### src/rtl/layer_sequencer.sv
// rtl/layer_sequencer.sv - runs the layer start/done handshakes in order with a watchdog, abort and run-cycle count
module layer_sequencer #(
  parameter int NUM_LAYERS     = 6,
  parameter int TIMEOUT_CYCLES = 1048576,
  parameter int SETTLE         = 2,
  parameter int CNT_W          = 32
) (
  input  logic                          clk,
  input  logic                          reset,
  input  logic                          start,
  input  logic                          abort,
  output logic [NUM_LAYERS-1:0]         layer_start,
  input  logic [NUM_LAYERS-1:0]         layer_done,
  output logic                          busy,
  output logic                          done,
  output logic                          error,
  output logic [$clog2(NUM_LAYERS)-1:0] err_layer,
  output logic [$clog2(NUM_LAYERS)-1:0] cur_layer,
  output logic [CNT_W-1:0]              perf_cycles
);
  localparam int IW = $clog2(NUM_LAYERS);
  localparam int TW = (TIMEOUT_CYCLES > 1) ? $clog2(TIMEOUT_CYCLES) : 1;
  localparam int SW = (SETTLE > 1) ? $clog2(SETTLE) : 1;

  typedef enum logic [3:0] {
    S_IDLE, S_ARM, S_RUN, S_RELEASE, S_NEXT, S_FINISH, S_WAIT_START_LOW, S_DRAIN, S_ERROR
  } state_t;

  state_t              r_state, w_next_state;
  logic [IW-1:0]       r_idx, w_next_idx;
  logic [TW-1:0]       r_timer, w_next_timer;
  logic [SW-1:0]       r_settle, w_next_settle;
  logic [CNT_W-1:0]    r_run_cnt, w_next_run;
  logic [NUM_LAYERS-1:0] r_layer_start, w_next_start;
  logic                r_busy, w_next_busy;
  logic                r_done;
  logic                r_error;
  logic [IW-1:0]       r_err_layer;
  logic [CNT_W-1:0]    r_perf;
  logic                w_set_err, w_clr_err;
  logic                w_cur_done;

  assign w_cur_done = layer_done[r_idx];

  always_comb begin
    w_next_state  = r_state;
    w_next_idx    = r_idx;
    w_next_timer  = r_timer;
    w_next_settle = r_settle;
    w_next_run    = r_run_cnt;
    w_set_err     = 1'b0;
    w_clr_err     = 1'b0;
    case (r_state)
      S_IDLE: begin
        if (start) begin
          w_next_state = S_ARM;
          w_next_idx   = '0;
          w_next_timer = '0;
          w_next_run   = '0;
        end
      end
      S_ARM, S_RUN: begin
        w_next_timer = r_timer + TW'(1);
        w_next_run   = r_run_cnt + CNT_W'(1);
        // Priority: abort, then a real completion, then the watchdog.
        if (abort) begin
          w_next_state  = S_DRAIN;
          w_next_settle = '0;
        end else if (r_state == S_RUN && w_cur_done) begin
          w_next_state  = S_RELEASE;
          w_next_settle = '0;
        end else if (r_timer == TW'(TIMEOUT_CYCLES - 1)) begin
          w_next_state = S_ERROR;
          w_set_err    = 1'b1;
        end else if (r_state == S_ARM && !w_cur_done) begin
          w_next_state = S_RUN;
        end
      end
      S_RELEASE: begin
        w_next_run = r_run_cnt + CNT_W'(1);
        if (abort) begin
          w_next_state  = S_DRAIN;
          w_next_settle = '0;
        end else if (r_settle == SW'(SETTLE - 1)) begin
          w_next_state = (r_idx == IW'(NUM_LAYERS - 1)) ? S_FINISH : S_NEXT;
        end else begin
          w_next_settle = r_settle + SW'(1);
        end
      end
      S_NEXT: begin
        w_next_run = r_run_cnt + CNT_W'(1);
        if (abort) begin
          w_next_state  = S_DRAIN;
          w_next_settle = '0;
        end else begin
          w_next_state = S_ARM;
          w_next_idx   = r_idx + IW'(1);
          w_next_timer = '0;
        end
      end
      S_FINISH: w_next_state = S_WAIT_START_LOW;
      S_WAIT_START_LOW: begin
        if (!start) begin
          w_next_state = S_IDLE;
          w_next_idx   = '0;
        end
      end
      S_DRAIN: begin
        if (r_settle == SW'(SETTLE - 1)) w_next_state = S_WAIT_START_LOW;
        else                             w_next_settle = r_settle + SW'(1);
      end
      S_ERROR: begin
        if (abort) begin
          w_next_state = S_WAIT_START_LOW;
          w_clr_err    = 1'b1;
        end
      end
      default: w_next_state = S_IDLE;
    endcase
  end

  // Outputs are decoded from the next state so they register in step with it.
  always_comb begin
    w_next_start = '0;
    if (w_next_state == S_ARM || w_next_state == S_RUN) w_next_start[w_next_idx] = 1'b1;
    w_next_busy = !(w_next_state == S_IDLE || w_next_state == S_WAIT_START_LOW ||
                    w_next_state == S_ERROR);
  end

  always_ff @(posedge clk) begin
    if (!reset) begin
      r_state       <= S_IDLE;
      r_idx         <= '0;
      r_timer       <= '0;
      r_settle      <= '0;
      r_run_cnt     <= '0;
      r_layer_start <= '0;
      r_busy        <= 1'b0;
      r_done        <= 1'b0;
      r_error       <= 1'b0;
      r_err_layer   <= '0;
      r_perf        <= '0;
    end else begin
      r_state       <= w_next_state;
      r_idx         <= w_next_idx;
      r_timer       <= w_next_timer;
      r_settle      <= w_next_settle;
      r_run_cnt     <= w_next_run;
      r_layer_start <= w_next_start;
      r_busy        <= w_next_busy;
      r_done        <= (w_next_state == S_FINISH);
      if (w_set_err) begin
        r_error     <= 1'b1;
        r_err_layer <= r_idx;
      end else if (w_clr_err) begin
        r_error     <= 1'b0;
      end
      if (w_next_state == S_FINISH) r_perf <= w_next_run;
    end
  end

  assign layer_start = r_layer_start;
  assign busy        = r_busy;
  assign done        = r_done;
  assign error       = r_error;
  assign err_layer   = r_err_layer;
  assign cur_layer   = r_idx;
  assign perf_cycles = r_perf;
endmodule
### config.mk
export PLATFORM = sky130hd
export DESIGN_NAME = layer_sequencer
export DESIGN_NICKNAME = d
export VERILOG_FILES = /design/src/rtl/layer_sequencer.sv
export SDC_FILE = /design/constraint.sdc
export NUM_CORES = 1
export LEC_CHECK = 0
export CORE_MARGIN = 5
export CORE_UTILIZATION = 60
export DETAILED_ROUTE_END_ITERATION = 8
export PLACE_DENSITY = 0.94
export SETUP_SLACK_MARGIN = 0.02
export SLEW_MARGIN = 25
export SYNTH_ARGS = -nofsm -noshare
export SYNTH_HDL_FRONTEND = slang
export SYNTH_SLANG_ARGS = --single-unit
### constraint.sdc
create_clock -name clk -period 8.1 [get_ports clk]
set_input_delay 2.025 -clock clk [delete_from_list [all_inputs] [get_ports clk]]
set_output_delay 2.025 -clock clk [all_outputs]
set_load 0.05 [all_outputs]
-- Yosys cells after proc, flatten, opt, wreduce, memory -nomap -nowiden
Cells that the tools add are included.
- memories: 0
- register bits after elaboration: 104
- input bits: 10
- bits in read-only memories: 0
- RAM bits: 0
- bits in latches: 0
- add/sub/neg operators: 4
- equality and inequality tests: 19
- multiplexer cells: 40
- bitwise logic cells: 0
- order comparisons: 3
- shifts and indexed selects: 0
- div/mod/pow operators: 0
- reduce and logical (&&, ||, !) cells: 18
- multiply operators: 0
- operator list (operator ; count):
    case mux 32 bit (2 select lines) ; 1
    case mux 20 bit (3 select lines) ; 1
    two-way mux 20 bit ; 2
    two-way mux 4 bit ; 10
    adder 32 x 1 -> 32 bit, second input constant ; 1
    two-way mux 32 bit ; 1
    case mux 4 bit (8 select lines) ; 1
    equality test 4 x 3 -> 1 bit, second input constant ; 6
    adder 20 x 1 -> 20 bit, second input constant ; 1
    equality test 20 bit, second input constant ; 1
    two-way mux 1 bit ; 16
    equality test 4 x 2 -> 1 bit, second input constant ; 3
    two-way mux 3 bit ; 4
    case mux 3 bit (3 select lines) ; 1
    equality test 4 x 1 -> 1 bit, second input constant ; 2
    equality test 4 bit, second input constant ; 2
    zero test 4 bit ; 2
    less-than comparator 3 x 4 -> 1 bit, second input constant ; 2
    != test 2 bit, second input constant ; 3
    AND reduction 3 bit ; 2
    case mux 1 bit (4 select lines) ; 1
    nonzero test 4 bit ; 1
    OR reduction 4 bit ; 1
    adder 3 x 1 -> 3 bit, second input constant ; 1
    other kinds (13) ; 18

-- Depth between registers and ports, before layout
Gate-level depths: netlist of the first run.
- depth after elaboration: 13
- gate-level depth with buffers: 9
- mapped depth without buffers: 8

-- Worst setup path after synthesis of the first run
Ideal clock, no wire load.
- kind: input to register
- from: input layer_done[3]
- to: register r_perf[14] (netlist: perf_cycles[14])
- stages: 7
- data required time: 7.977 ns
- arrival: 3.861 ns
- path buffers: 1
- slack: 4.115 ns
- cell sequence: mux2_1 -> a22oi_2 -> a211o_2 -> o311ai_2 -> a2111o_1 -> buf_2 -> mux2_1
- longest elaborated chain between the ends: 10
- elaborated cells between the ends (all ways): 11
- those cells by class: 1 x eq/ne; 7 x mux; 3 x reduce/logical
- ends and longest elaborated chain (item ; line ; source):
    start, declared ; 13 ; input logic [NUM_LAYERS-1:0] layer_done,
    binary-select mux 1 bit (select 3 bit) * ; 43 ; assign w_cur_done = layer_done[r_idx];
    two-way mux 1 bit (not written as such) * ; 43 ;
    zero test 1 bit ; 75 ; end else if (r_state == S_ARM && !w_cur_done) begin
    logical AND 1 bit ; 75 ;
    two-way mux 4 bit ; 75 ;
    two-way mux 4 bit ; 72 ; end else if (r_timer == TW'(TIMEOUT_CYCLES - 1)) begin
    two-way mux 4 bit * ; 69 ; end else if (r_state == S_RUN && w_cur_done) begin
    two-way mux 4 bit * ; 66 ; if (abort) begin
    case mux 4 bit (8 select lines) * ; 53 ; case (r_state)
    equality test 4 x 3 -> 1 bit * ; 158 ; if (w_next_state == S_FINISH) r_perf <= w_next_run;
    end signal, assigned ; 158 ;
    end, declared ; 39 ; logic [CNT_W-1:0] r_perf;
Every way passes the cells marked *; elsewhere a longest branch is shown, timed or not. The select of a mux whose other input is x is not followed.
A chain may end at the register's enable or synchronous reset.

-- Final worst setup path of the first run
- from: input abort
- to: register r_perf[1] (netlist: perf_cycles[1])
- longest elaborated chain between the ends: 3
- elaborated cells between the ends (all ways): 6
- those cells by class: 1 x eq/ne; 5 x mux
- ends and longest elaborated chain (item ; line ; source):
    start, declared ; 11 ; input logic abort,
    two-way mux 4 bit, or another cell as far along ; 113 ; if (abort) begin
    case mux 4 bit (8 select lines) * ; 53 ;
    equality test 4 x 3 -> 1 bit * ; 158 ;
Every way passes the cells marked *; elsewhere a longest branch is shown, timed or not.

==> results of run 1 <==
[cells in the final DEF, fill, tap and decap left out, types with 3 or more instances in the layout]
cell type / instances
a31oi_1: 7
and3_1: 6
nor2b_1: 6
a21oi_1: 36
ha_1: 4
nand2_1: 48
buf_4: 4
nand4_1: 15
nor3_1: 17
nand3_1: 25
o221a_2: 3
xor2_1: 9
o211ai_1: 3
or2_2: 9
mux2i_1: 5
o31ai_1: 6
nor4_1: 9
nand2b_1: 3
inv_1: 12
xnor2_1: 8
nor3b_1: 3
clkdlybuf4s50_1: 56
or4_1: 5
a21o_1: 4
dfxtp_1: 104
clkbuf_8: 9
nor2_1: 54
o21a_1: 5
or3_1: 9
and4_1: 3
o21ai_0: 25
a311oi_1: 5
mux2_4: 6
mux2_1: 21
and2_1: 34
mux2_2: 4
[metrics by stage]
stage	hold WS (ps)	total power [mW]	setup WS, ps	util (%)	cell area [um2]
global route	499	1.49	3220	71.4	5890
CTS	489	1.40	3400	71.3	5890
finish	483	1.41	3350	71.4	5890
floorplan	440	0.976	4120	-	5100
global placement	446	1.06	3160	69.0	5700
detailed placement	474	1.08	2960	69.0	5700
[worst max-delay path by stage]
| stage | to | start |
|---|---|---|
| after global routing | perf_cycles[3]$_SDFFE_PN0P_ | abort |
| after detailed placement | perf_cycles[1]$_SDFFE_PN0P_ | abort |
| after global placement | perf_cycles[2]$_SDFFE_PN0P_ | layer_done[3] |
| after CTS | perf_cycles[1]$_SDFFE_PN0P_ | abort |
| final | perf_cycles[1]$_SDFFE_PN0P_ | abort |
| after floorplan | perf_cycles[14]$_SDFFE_PN0P_ | layer_done[3] |
[per-layer routing]
metal / GRT usage [%] / up-vias / wire [um]
met1: 28.1 / 2150 / 4980
met3: 5.73 / 38 / 853
met2: 41.8 / 214 / 6150
met4: 9.89 / 0 / 330
met5: 0 / - / 0
li1: - / 2204 / -
[power groups by stage]
stage          combinational [mW]  clock, mW  sequential, mW
5_1_grt                     0.564      0.347           0.579
6_report                    0.516      0.316           0.577
2_1_floorplan               0.385          0           0.591
3_3_place_gp                0.477          0           0.582
3_5_place_dp                0.499          0           0.586
4_1_cts                     0.503      0.321           0.574
[sequential cells by signal (all words and copies together) (netlist names)]
signal and flops:
done 1, r_state 4, layer_start 6, err_layer 3, r_timer 20, r_settle 1, r_run_cnt 32, busy 1
error 1, cur_layer 3, perf_cycles 32
[cell families (layout without fill, tap and decap cells)]
logic type               after synthesis  in the layout
adder cells (fa/ha/maj)                4              4
multiplexers                          36             36
XOR/XNOR                              17             17
buffers and inverters                 44             88
AO/OA/AOI/OAI                        123            123
AND/OR/NAND/NOR                      259            259
flip-flops                           104            104
[area by class of cell]
cell class	instances	area [um2]	share of cell area [%]
multi-input cells	439	2850	48.4
well taps	105	131	2.23
repair buffers	60	591	10.0
inverters	12	45.0	0.764
clock buffers	10	128	2.17
clock inverters	6	62.6	1.06
flip-flops and latches	104	2080	35.3
[worst min-delay path, cell delays in order, from the launching register on]
cell and delay (ps):
dfxtp_1 330, nand2_1 50, mux2i_1 60
==> summary.md, run 1 <==
| Metric | Value |
|---|---|
| Status | completed |
| Max Root-Sink Buffers | 2 |
| Slew @ Worst Pin | about 980 ps |
| Final setup violation count | 0 |
| Syn. warnings | 0 |
| Register area share after synthesis | between 40 and 50% |
| DRT Pass-1 Iters | 5 |
| Mapped Cells | between 500 and 600 |
| Die Ht | 102 um |
| Total wire length | approximately 12 mm |
| Yosys reg bits | roughly 100 |
| Port bufs | between 50 and 60 |
| CP Max Fanout | 18 |
| CP arrival | between 5000 and 6000 ps |
| Worst-path cell chain | clkdlybuf4s50_1, nand4bb_1, a31oi_1, and2b_1, o311ai_2, a2111o_1, buf_4, mux2_2 |
| Vias in the first global route | between 4k and 5k |
| WL/cell | roughly 17 um |
| Fmax | roughly 0.21 GHz |
| Synthesis-to-finish area growth | 15.4% |
| Share of total power in the clock network | around 22% |
| Iteration-0 DRC Markers | approximately 360 |
| Largest area contributor in the netlist | dfxtp_1 |
| Post-detail-place hpwl | approximately 8.6 mm |
| Max-slew violation count | 0 |
| Antenna viol nets, final | 0 |
| Startpoint types | input pin |
| Hold buffer count at cts | 0 |
| Fraction of layout instances using a drive strength above 1 | under 10% |
| Clk sinks | about 100 |
| Synth Area in Compound Gates | between 15 and 20% |
| Reg2reg end | perf_cycles[1]$_SDFFE_PN0P_ |
| Worst min path class | flop to flop |
| Synth Area in Simple Gates | 27.1% |
| Multiplexer share of the synthesized area | 8.26% |
| Crit. path cell count | 8 |
| Top-area cell type share of the netlist area | between 40% and 50% |
| Internal power | between 800 and 900 uW |
| Adder-Cell Fraction of Synth Area | less than 1% |
| Synth cell count leaders | 104 x dfxtp_1, 54 x nor2_1, 48 x nand2_1, 36 x a21oi_1, 34 x and2_1 |
| Syn Area/Cell | between 8 and 9 um2 |
| Top cells by area, synth | dfxtp_1 41%, mux2_1 4.6%, and2_1 4.2%, nor2_1 4.0%, a21oi_1 3.5% |
| Clk root buf | clkbuf_8 |
| Total global-route track usage | a little under a quarter |
| Syn nets | between 600 and 700 |
| LEAKAGE | around 2.1 nW |
| Crit-path slowest cell | clkdlybuf4s50_1 |
| Largest family of logic cells by synthesized area | simple AND/OR/NAND/NOR gates |
| Launch point of the worst reg-to-reg path | r_state[3]$_SDFF_PN0_ |
| Hold Startpoint | perf_cycles[0]$_SDFFE_PN0P_ |
| Dpl cells | slightly above 700 |
| WHS Endpoint | perf_cycles[0]$_SDFFE_PN0P_ |
| Post-synth ARST share | 0% |
| Total CTS buffers | 9 |
| Mapped cell area | ~5000 um2 |
| Final Instance Count excl. Fillers | 736 |
| Core Rows | 33 |
| Grt ovf | 0 |
| Crit Path Category | input pin to flop |
| Net Switching | ~580 uW |
| Xor/xnor cell area share of the yosys netlist | 2.92% |
| Total negative slack | 0 ps |
| Flop2flop setup slack | around 4600 ps |
| H-tree levels | 3 |
| Gp weighted congestion | 0.890 |
| Fin Clk Skew | 21.3 ps |
| Switch share | roughly 41% |
| Most instantiated library cell after synthesis | dfxtp_1 |
| Vias | between 4k and 5k |
| Clock latency on the worst-skew pair | approximately 400 ps |
| Final Hold Vio Count | 0 |
| Power Density | ~240 nW/um2 |
| Largest net degree at the start of global routing | 56 |
| RSZ-0062 raised after global routing | false |
| DRC | 0 |
| Slew HR | about a third |
| Ys flop type | dfxtp_1 |
| Worst Setup End Kind | flop |
| Vias/cell | between 6 and 7 |
| DIE AREA | ~10000 um2 |
| Clock transition at path regs | between 100 and 150 ps |
| Worst path top cell family by delay | buffers and inverters |
| Tcrit/Tclk final | around 59% |
| Worst path max stage delay | a little over 800 ps |
| Initial antenna violation count | 0 |
| Die W | approximately 100 um |
| Crit path time final | roughly 4700 ps |
| CORE AREA | 8260 um2 |
| Power share of the sequential group | between 40% and 50% |
| NumNets Final | 640 |
| CP bufs+invs | 2 |
| Initial Utilization | approximately three fifths |
| Required @ worst endpoint | approximately 8400 ps |
| First-pass GRT wire length | 20.1 mm |
| Max VDD drop | between 150 and 200 uV |
| Antenna diode count | 0 |
| Filler cells | approximately 630 |
| EDFF count, synth | 0 |
| Ports | 57 |
| Number of setup buffers added after CTS | 0 |
| PostCTS Resize Cnt | 0 |
| CTS tree | done |
| Combinational share of power | a little over a third |
| Min-Delay Path Depth | 2 |
| Maximum Capacitance Violations | 0 |
| Post-synthesis cell type count | 72 |
| FF-to-FF path depth | 7 |
(Power assumes the default switching activity.)
==> run 2: changes to the inputs <==
--- a/config.mk
+++ b/config.mk
@@ -6,9 +6,9 @@
 export NUM_CORES = 1
 export LEC_CHECK = 0
 export CORE_MARGIN = 5
-export CORE_UTILIZATION = 60
+export CORE_UTILIZATION = 51
 export DETAILED_ROUTE_END_ITERATION = 8
-export PLACE_DENSITY = 0.94
+export PLACE_DENSITY = 0.86
 export SETUP_SLACK_MARGIN = 0.02
 export SLEW_MARGIN = 25
 export SYNTH_ARGS = -nofsm -noshare
==> constraint.sdc (replaced) <==
create_clock -name clk -period 4.24 [get_ports clk]
set_input_delay 1.06 -clock clk [delete_from_list [all_inputs] [get_ports clk]]
set_output_delay 1.06 -clock clk [all_outputs]
set_load 0.05 [all_outputs]
==> summary.md, run 2 (synthesized netlist as in run 1, its figures left out) <==
| Metric | Value |
|---|---|
| Total global-route track usage | 20.9% |
| Crit Path Category | input pin to flop |
| Iteration-0 DRC Markers | about 320 |
| Die W | ~110 um |
| Slew HR | 39.5% |
| Wire length on met3 | around 620 um |
| Power Density | around 460 nW/um2 |
| Fin Clk Skew | around 13 ps |
| Combinational share of power | roughly 36% |
| Worst min path class | flop to flop |
| Max Root-Sink Buffers | 2 |
| Status | completed |
| Power share of the sequential group | roughly 40% |
| Grt ovf | 0 |
| Ports | between 50 and 60 |
| CORE AREA | roughly 9800 um2 |
| LEAKAGE | 2.17 nW |
| Final WS setup | about 840 ps |
| Clk sinks | 104 |
| Startpoint types | input pin |
| Slew @ Worst Pin | around 900 ps |
| H-tree levels | 3 |
| DIE AREA | between 10000 and 15000 um2 |
| Net Switching | between 1 and 1.5 mW |
| Largest net degree at the start of global routing | 55 |
| Vias/cell | approximately 6 |
| Clock latency on the worst-skew pair | roughly 380 ps |
| Hold buffer count at cts | 0 |
| Required @ worst endpoint | roughly 4500 ps |
| NumNets Final | 645 |
| DRT Pass-1 Iters | 5 |
| Met1 wire length | 5.16 mm |
| Most frequent cells in the layout | 104 x dfxtp_1, 56 x clkdlybuf4s50_1, 54 x nor2_1 |
| RSZ-0062 raised after global routing | false |
| Fraction of layout instances using a drive strength above 1 | 8.96% |
| Final setup violation count | 0 |
| Die Ht | approximately 110 um |
| PostCTS Resize Cnt | 0 |
| Top Layer Used | met4 |
| Fmax | between 0.2 and 0.3 GHz |
| DRC | 0 |
| DR WL met2 | 6.22 mm |
| Clk root buf | clkbuf_8 |
| Synthesis-to-finish area growth | 17.3% |
| CTS tree | done |
| Share of total power in the clock network | between 20% and 30% |
| Initial antenna violation count | 0 |
| Initial Utilization | about 52% |
| Core Rows | 36 |
| Post-detail-place hpwl | 8.42 mm |
| Maximum Capacitance Violations | 0 |
| Total CTS buffers | 9 |
| Tcrit/Tclk final | 80.2% |
| Antenna viol nets, final | 0 |
| Final Hold Vio Count | 0 |
| Crit path time final | approximately 3400 ps |
| Antenna diode count | 0 |
| Clock transition at path regs | around 100 ps |
| Number of setup buffers added after CTS | 0 |
| Vias | 4531 |
| CP arrival | approximately 3700 ps |
| Max VDD drop | just over 400 uV |
| Total negative slack | 0 ps |
| Max-slew violation count | 0 |
| Vias in the first global route | roughly 4.4k |
| Pre-CTS setup slack | roughly 460 ps |
| WL/cell | ~16 um |
| Gp weighted congestion | about 0.9 |
| CP Max Fanout | 32 |
| First-pass GRT wire length | about 20 mm |
| Commonest non-fill, non-tap cell in the layout | dfxtp_1 |
| Switch share | around two fifths |
| Worst Setup End Kind | flop |
| Total Power | between 2 and 3 mW |
| Internal power | ~1.7 mW |
| Total wire length | around 12 mm |
| Port bufs | 56 |
[run 2: area by class of cell]
cell class / instances / area [um2]
fillers: 854 / 3790
multi-input cells: 439 / 2850
flip-flops and latches: 104 / 2080
repair buffers: 65 / 628
well taps: 133 / 166
clock buffers: 9 / 124
clock inverters: 7 / 95.1
inverters: 12 / 45.0
[run 2: stage by stage]
step / cell area, um2 / utilization [%] / instances / hold WS (ps)
floorplan: 5100 / - / 587 / 440
global placement: 5770 / 59.0 / 753 / 447
detailed placement: 5770 / 59.0 / 753 / 459
CTS: 5990 / 61.3 / 769 / 480
global route: 5990 / 61.3 / 769 / 512
finish: 5990 / 61.3 / 769 / 475
[run 2: final timing paths]
| path | from | end | slack [ps] | cells after the start |
|---|---|---|---|---|
| worst max-delay path | abort | perf_cycles[8]$_SDFFE_PN0P_ | 840 | 7 |
| worst min-delay path | perf_cycles[7]$_SDFFE_PN0P_ | perf_cycles[7]$_SDFFE_PN0P_ | 480 | 2 |
| worst max register to register | r_state[2]$_SDFF_PN0_ | perf_cycles[8]$_SDFFE_PN0P_ | 1260 | 7 |
| worst min register to register | perf_cycles[7]$_SDFFE_PN0P_ | perf_cycles[7]$_SDFFE_PN0P_ | 480 | 2 |
[run 2: routing by layer]
metal | vias to the layer above | GRT usage, %
li1 | 2208 | -
met1 | 2158 | 24.6
met2 | 140 | 37.0
met3 | 25 | 5.36
met4 | 0 | 6.77
met5 | - | 0
[run 2: worst max-delay path, cell delays in order]
cell	delay [ps]
clkdlybuf4s50_1	700
a2bb2oi_1	420
and2b_1	240
o311ai_2	160
a2111o_1	400
buf_4	280
mux2_1	380
[run 2: power by group through the flow]
stage	Clock (mW)	Sequential [mW]	Combinational [mW]
2_1_floorplan	0	1.13	0.735
3_3_place_gp	0	1.11	0.936
3_5_place_dp	0	1.12	0.969
4_1_cts	0.684	1.10	0.978
5_1_grt	0.723	1.11	1.08
6_report	0.663	1.10	0.983
